## config.mk

```make
export PLATFORM = sky130hd
export DESIGN_NAME = mux_rr_scheduler_flat
export DESIGN_NICKNAME = d
export VERILOG_FILES = /design/src/rtl/mux_rr_scheduler_pkg.sv /design/src/rtl/mux_rr_scheduler_if.sv /design/src/rtl/mux_rr_scheduler_rr_pick.sv /design/src/rtl/mux_rr_scheduler.sv /design/src/flat_wrapper.sv
export SDC_FILE = /design/constraint.sdc
export NUM_CORES = 1
export LEC_CHECK = 0
export ABC_AREA = 1
export CAP_MARGIN = 20
export CORE_ASPECT_RATIO = 1.2
export CORE_UTILIZATION = 39
export DETAILED_ROUTE_END_ITERATION = 10
export PLACE_DENSITY = 0.68
export SLEW_MARGIN = 10
export SYNTH_ARGS = -nofsm -noshare
export SYNTH_HDL_FRONTEND = slang
export SYNTH_SLANG_ARGS = --single-unit
```

## constraint.sdc

```tcl
create_clock -name clk -period 5.6 [get_ports clk]
set_input_delay 1.68 -clock clk [delete_from_list [all_inputs] [get_ports clk]]
set_output_delay 1.68 -clock clk [all_outputs]
set_load 0.02 [all_outputs]
```

## src/rtl/mux_rr_scheduler_pkg.sv

```systemverilog
// Shared definitions for the round-robin mux scheduler.
//   - FSM state encoding (IDLE, SELECT, HOLD)
//   - sizing constants for the 31-input, 2-bit mux
//   - onehot/next_idx helpers used by the top and the picker
package mux_sched_pkg;

  localparam int NUM_REQ = 31;
  localparam int SEL_W   = 5;
  localparam int DATA_W  = 2;
  localparam logic [SEL_W-1:0] SEL_MAX = 5'd30;

  typedef enum logic [1:0] {
    IDLE   = 2'd0,
    SELECT = 2'd1,
    HOLD   = 2'd2
  } state_e;

  function automatic logic [NUM_REQ-1:0] onehot(input logic [SEL_W-1:0] idx);
    return NUM_REQ'(1) << idx;
  endfunction

  // Successor of a requester index with wrap SEL_MAX -> 0.
  function automatic logic [SEL_W-1:0] next_idx(input logic [SEL_W-1:0] idx);
    return (idx >= SEL_MAX) ? '0 : idx + 1'b1;
  endfunction

endpackage

```

## src/rtl/mux_rr_scheduler_if.sv

```systemverilog
// Bundle of scheduler-facing signals.
//   enable, req, mux_out, out_ready : into the scheduler
//   ack, sel, out_valid, out_data,
//   out_src, busy                   : out of the scheduler
// master = scheduler side, slave = requesters / mux / downstream side.
interface mux_rr_scheduler_if;
  import mux_sched_pkg::*;

  logic                 enable;
  logic [NUM_REQ-1:0]   req;
  logic [NUM_REQ-1:0]   ack;
  logic [SEL_W-1:0]     sel;
  logic [DATA_W-1:0]    mux_out;
  logic                 out_valid;
  logic                 out_ready;
  logic [DATA_W-1:0]    out_data;
  logic [SEL_W-1:0]     out_src;
  logic                 busy;

  modport master (
    input  enable, req, mux_out, out_ready,
    output ack, sel, out_valid, out_data, out_src, busy
  );

  modport slave (
    output enable, req, mux_out, out_ready,
    input  ack, sel, out_valid, out_data, out_src, busy
  );

endinterface

```

## src/rtl/mux_rr_scheduler_rr_pick.sv

```systemverilog
// Combinational round-robin picker.
//   req        : request vector
//   last_grant : previous winner; search starts just after it
//   mask       : requests to ignore this search
//   found      : at least one unmasked request
//   winner     : first unmasked request at or after last_grant+1 (with wrap)
module rr_pick
  import mux_sched_pkg::*;
(
  input  logic [NUM_REQ-1:0] req,
  input  logic [SEL_W-1:0]   last_grant,
  input  logic [NUM_REQ-1:0] mask,
  output logic               found,
  output logic [SEL_W-1:0]   winner
);

  localparam logic [SEL_W:0] WRAP = (SEL_W+1)'(NUM_REQ);

  logic [NUM_REQ-1:0] cand;
  logic [NUM_REQ-1:0] rot;
  logic [SEL_W-1:0]   start;
  logic [SEL_W-1:0]   offset;
  logic [SEL_W:0]     sum;

  always_comb begin
    // NOTE: every output of a combinational block gets a value before any
    // conditional assignment, otherwise synthesis infers a latch.
    offset = '0;
    cand   = req & ~mask;
    start  = next_idx(last_grant);
    // Rotating a doubled copy puts the search start at bit 0, so the
    // lowest set bit of the low half is the round-robin winner.
    rot    = NUM_REQ'({cand, cand} >> start);
    found  = |rot;
    for (int i = NUM_REQ - 1; i >= 0; i--) begin
      if (rot[i]) offset = SEL_W'(i);
    end
    sum    = {1'b0, start} + {1'b0, offset};
    winner = (sum >= WRAP) ? SEL_W'(sum - WRAP) : SEL_W'(sum);
  end

endmodule

```

## src/rtl/mux_rr_scheduler.sv

```systemverilog
// Round-robin scheduler in front of a 31-input, 2-bit mux.
// Registers a grant onto sel, captures mux_out one cycle later, presents it
// on a valid/ready port and pulses ack to the winning requester.
//   clk   : rising-edge clock
//   reset : asynchronous, active-high
//   bus   : mux_rr_scheduler_if.master (req/ack, sel/mux_out, out_* port)
module mux_rr_scheduler
  import mux_sched_pkg::*;
(
  input  logic                 clk,
  input  logic                 reset,
  mux_rr_scheduler_if.master   bus
);

  state_e               state_q, state_d;
  logic [SEL_W-1:0]     sel_q, sel_d;
  logic [NUM_REQ-1:0]   ack_q, ack_d;
  logic                 out_valid_q, out_valid_d;
  logic [DATA_W-1:0]    out_data_q, out_data_d;
  logic [SEL_W-1:0]     out_src_q, out_src_d;
  logic [SEL_W-1:0]     last_grant_q, last_grant_d;

  logic                 pick_found;
  logic [SEL_W-1:0]     pick_winner;
  logic [NUM_REQ-1:0]   pick_mask;

  // In HOLD the current winner may still have req high; masking it stops a
  // second grant to the same requester on the handshake cycle.
  assign pick_mask = (state_q == HOLD) ? onehot(last_grant_q) : '0;

  rr_pick u_pick (
    .req        (bus.req),
    .last_grant (last_grant_q),
    .mask       (pick_mask),
    .found      (pick_found),
    .winner     (pick_winner)
  );

  always_comb begin
    state_d      = state_q;
    sel_d        = sel_q;
    ack_d        = '0;            // ack is a single-cycle pulse
    out_valid_d  = out_valid_q;
    out_data_d   = out_data_q;
    out_src_d    = out_src_q;
    last_grant_d = last_grant_q;

    unique case (state_q)
      IDLE: begin
        if (bus.enable && pick_found) begin
          sel_d   = pick_winner;
          state_d = SELECT;
        end
      end
      SELECT: begin
        out_data_d   = bus.mux_out;
        out_src_d    = sel_q;
        out_valid_d  = 1'b1;
        ack_d        = onehot(sel_q);
        last_grant_d = sel_q;
        state_d      = HOLD;
      end
      HOLD: begin
        if (bus.out_ready) begin
          out_valid_d = 1'b0;
          if (bus.enable && pick_found) begin
            sel_d   = pick_winner;
            state_d = SELECT;
          end else begin
            state_d = IDLE;
          end
        end
      end
      default: state_d = IDLE;
    endcase
  end

  // last_grant resets to the top index so the first search begins at 0.
  always_ff @(posedge clk or posedge reset) begin
    if (reset) begin
      state_q      <= IDLE;
      sel_q        <= '0;
      ack_q        <= '0;
      out_valid_q  <= 1'b0;
      out_data_q   <= '0;
      out_src_q    <= '0;
      last_grant_q <= SEL_MAX;
    end else begin
      // NOTE: clocked state uses non-blocking assignments so every flop
      // samples pre-edge values regardless of statement order.
      state_q      <= state_d;
      sel_q        <= sel_d;
      ack_q        <= ack_d;
      out_valid_q  <= out_valid_d;
      out_data_q   <= out_data_d;
      out_src_q    <= out_src_d;
      last_grant_q <= last_grant_d;
    end
  end

  assign bus.sel       = sel_q;
  assign bus.ack       = ack_q;
  assign bus.out_valid = out_valid_q;
  assign bus.out_data  = out_data_q;
  assign bus.out_src   = out_src_q;
  assign bus.busy      = (state_q != IDLE);

endmodule

```

## src/flat_wrapper.sv

```systemverilog
// flat-port wrapper written by rule: the top's interface ports become plain ports
module mux_rr_scheduler_flat import mux_sched_pkg::*;
  (clk, reset, bus_enable, bus_req, bus_mux_out, bus_out_ready, bus_ack, bus_sel, bus_out_valid, bus_out_data, bus_out_src, bus_busy);
  mux_rr_scheduler_if bus_i ();
  input  logic clk;
  input  logic reset;
  input wire logic [$bits(bus_i.enable)-1:0] bus_enable;
  input wire logic [$bits(bus_i.req)-1:0] bus_req;
  input wire logic [$bits(bus_i.mux_out)-1:0] bus_mux_out;
  input wire logic [$bits(bus_i.out_ready)-1:0] bus_out_ready;
  output wire logic [$bits(bus_i.ack)-1:0] bus_ack;
  output wire logic [$bits(bus_i.sel)-1:0] bus_sel;
  output wire logic [$bits(bus_i.out_valid)-1:0] bus_out_valid;
  output wire logic [$bits(bus_i.out_data)-1:0] bus_out_data;
  output wire logic [$bits(bus_i.out_src)-1:0] bus_out_src;
  output wire logic [$bits(bus_i.busy)-1:0] bus_busy;
  assign bus_i.enable = bus_enable;
  assign bus_i.req = bus_req;
  assign bus_i.mux_out = bus_mux_out;
  assign bus_i.out_ready = bus_out_ready;
  assign bus_ack = bus_i.ack;
  assign bus_sel = bus_i.sel;
  assign bus_out_valid = bus_i.out_valid;
  assign bus_out_data = bus_i.out_data;
  assign bus_out_src = bus_i.out_src;
  assign bus_busy = bus_i.busy;
  mux_rr_scheduler u_core (.clk(clk), .reset(reset), .bus(bus_i));
endmodule
```

==> results.tsv <==
metric	value	unit
status	completed	
RSZ-0062 raised after global routing	yes	
commonest non-fill, non-tap cell in the layout	nand2_1	
total CTS buffers	5	
GRT Total Usage	0.278	
DRT antenna net count	0	
multiplexer share of the synthesized area	0	
Setup Skew	0.00452	ns
CTS HTree Levels	2	
routed len/inst	16.1	µm
Die Width	105	µm
crit end category	flip-flop	
WS Path Type	primary input to flip-flop	
Final Setup Violations	0	
post-synthesis adder-cell area fraction	0.0343	
drt via density	5.41	
Rows	44	
WHS	0.474	ns
number of I/O pins	82	
Gate Count Post-Synth	845	
Slew @ Worst Pin	0.750	ns
total routed wirelength	18600	µm
Max Root-Sink Buffers	2	
layout cell share with drive strength beyond 1	0.391	
die area	0.0132	mm²
largest family of logic cells by synthesized area	simple AND/OR/NAND/NOR gates	
CTS tree	done	
Die Height	126	µm
Worst Path Max Fanout	5	
Initial Utilization	0.404	
port buffer count	81	
Final Non-Filler Cells	1155	
Hold WC Path Type	flip-flop to flip-flop	
Sink Count	50	
Seq cells post-synth	50	
syn avg cell area	5.87	µm²
fmax	183	MHz
DP Cell Count	1124	
vias in the first global route	6116	
post-cts hold buffer count	0	
Synth area leader	nand2_1	
Max stage delay cell, worst path	fa_2	
Crit path required time	5.77	ns
CP Buf/Inv Count	2	
CP Launch Type	primary input	
Diodes inserted	0	
crit-path leading delay family	simple AND/OR/NAND/NOR gates	
yosys warns	0	
total core area	0.0123	mm²
Netlist cell types	37	
Post-Syn Area	0.00496	mm²
most frequent cells in the layout	nand2_1 (229), buf_4 (92), nand3_2 (78), nand2_2 (72), inv_1 (60)	
Final Wtd Congestion	0.948	
MaxCap Viol Count	0	
DR iter-0 viols	508	
CTS clk-pin slew, worst paths	0.06	ns
relative slew slack	0.498	
top_reg_cell synth	dfrtp_1	
Root Buffer	clkbuf_16	
share of the synthesized area in the top cell type	0.232	
gr ovfl total	0	
initial antenna violation count	0	
Post-Synth XOR/XNOR Area	0.0106	
Initial DRT Pass Iterations	9	
FFs w/ async S/R, synth	1.00	
Area growth syn-to-layout	55.8	%
worst skew pair latency	0.29	ns
Most common cell on crit path	nand2_1	
syn nets	895	
fin nets	1043	
EDFF count, synth	0	
CP peak stage delay	0.36	ns
DRC Markers	0	
Synth Area in Simple Gates	0.492	
Final period util	0.973	
Detailed Place HPWL	13400	µm
Final Max Tran Viols	0	
sequential-to-total area share from yosys stat	0.253	
first-pass GRT wire length	29200	µm
Synth area leaders	nand2_1 (23%), dfrtp_1 (23%), nand3_1 (16%), o21ai_0 (6.2%), nor2_1 (5.0%)	
crit path DAT	5.62	ns
pin count of the biggest net entering global routing	51	
post-layout min period	5.45	ns
Final Hold Viols	0	
Synth Area in Compound Gates	0.103	
via count	6253	
## worst min-delay path, stage by stage (launching register included)
cell and delay [ns]:
dfrtp_1 0.34, nand2_1 0.05, nand2_1 0.05
## worst paths after layout
kind	start	endpoint	slack [ns]	depth (start not counted)
min reg2reg	u_core.bus.out_data[1]$_DFFE_PP0P_	u_core.bus.out_data[1]$_DFFE_PP0P_	0.47	2
max	bus_req[1]	u_core.bus.sel[3]$_DFFE_PP0P_	0.15	46
min in group asynchronous	reset	u_core.bus.ack[8]$_DFF_PP0_	1.62	2
max reg2reg	u_core.last_grant_q[2]$_DFFE_PP1P_	u_core.bus.sel[3]$_DFFE_PP0P_	0.29	50
min	u_core.bus.out_data[1]$_DFFE_PP0P_	u_core.bus.out_data[1]$_DFFE_PP0P_	0.47	2
max in group asynchronous	reset	u_core.last_grant_q[1]$_DFFE_PP1P_	3.46	3
## layer usage
| layer | routed length, µm | global-route usage | part of all wire |
|---|---|---|---|
| met3 | 1330 | 0.0527 | 0.072 |
| met5 | 0 | 0 | 0 |
| met1 | 7270 | 0.326 | 0.39 |
| met2 | 9290 | 0.487 | 0.50 |
| met4 | 692 | 0.129 | 0.037 |
## through the flow
| stage | util | worst slack [ns] | TNS, ns | area [µm²] |
|---|---|---|---|---|
| finish | 0.630 | 0.149 | 0 | 7730 |
| global route | 0.630 | -0.283 | -1.13 | 7730 |
| CTS | 0.583 | 0.0382 | 0 | 7160 |
| detailed placement | 0.517 | -0.730 | -3.35 | 6340 |
| global placement | 0.517 | -0.594 | -2.70 | 6340 |
| floorplan | - | 0.237 | 0 | 4960 |
## layout make-up
type                            count  area, µm²
Inverter                           74        283
Timing Repair Buffer              180       1510
Sequential cell                    50       1260
Tap cell                          161        201
Fill cell                        1108       4550
Multi-Input combinational cell    682       4350
Clock buffer                        8        136
## cell families (layout without fill, tap and decap cells)
group                    count (synthesis)  count (layout)
AO/OA/AOI/OAI                           95              95
XOR/XNOR                                 6               6
adder cells (fa/ha/maj)                 13              13
buffers and inverters                  113             262
flip-flops                              50              50
AND/OR/NAND/NOR                        568             568
## Yosys cell counts (4+ instances only)
library cell / number
o21ai_0: 61
dfstp_2: 4
o21ai_1: 9
dfrtp_1: 46
nor2_1: 66
nor3_1: 11
buf_6: 5
buf_2: 11
and2_1: 5
nand3_1: 157
buf_4: 14
ha_1: 12
a21oi_1: 8
nand2_1: 307
nand4_1: 4
a31oi_1: 8
clkbuf_1: 9
inv_1: 65
nor2_2: 4
inv_2: 7
## state kept, by name, summed over array words and instances (netlist names)
register	flops
u_core.bus.ack	31
u_core.bus.out_data	2
u_core.bus.out_src	4
u_core.bus.out_valid	1
u_core.bus.sel	5
u_core.last_grant_q	5
u_core.state_q	2
## repair_timing
action | CTS | global route
cloned | 0 | 0
setup endpoints to repair | 5 | 5
setup buffers | 13 | 9
resized for setup | 204 | 203
pin swaps | 92 | 120
endpoints found under the hold margin | 0 | 0
Power is not shown: default switching activity piles up to over one toggle a cycle in this logic, so the estimate is an artifact.
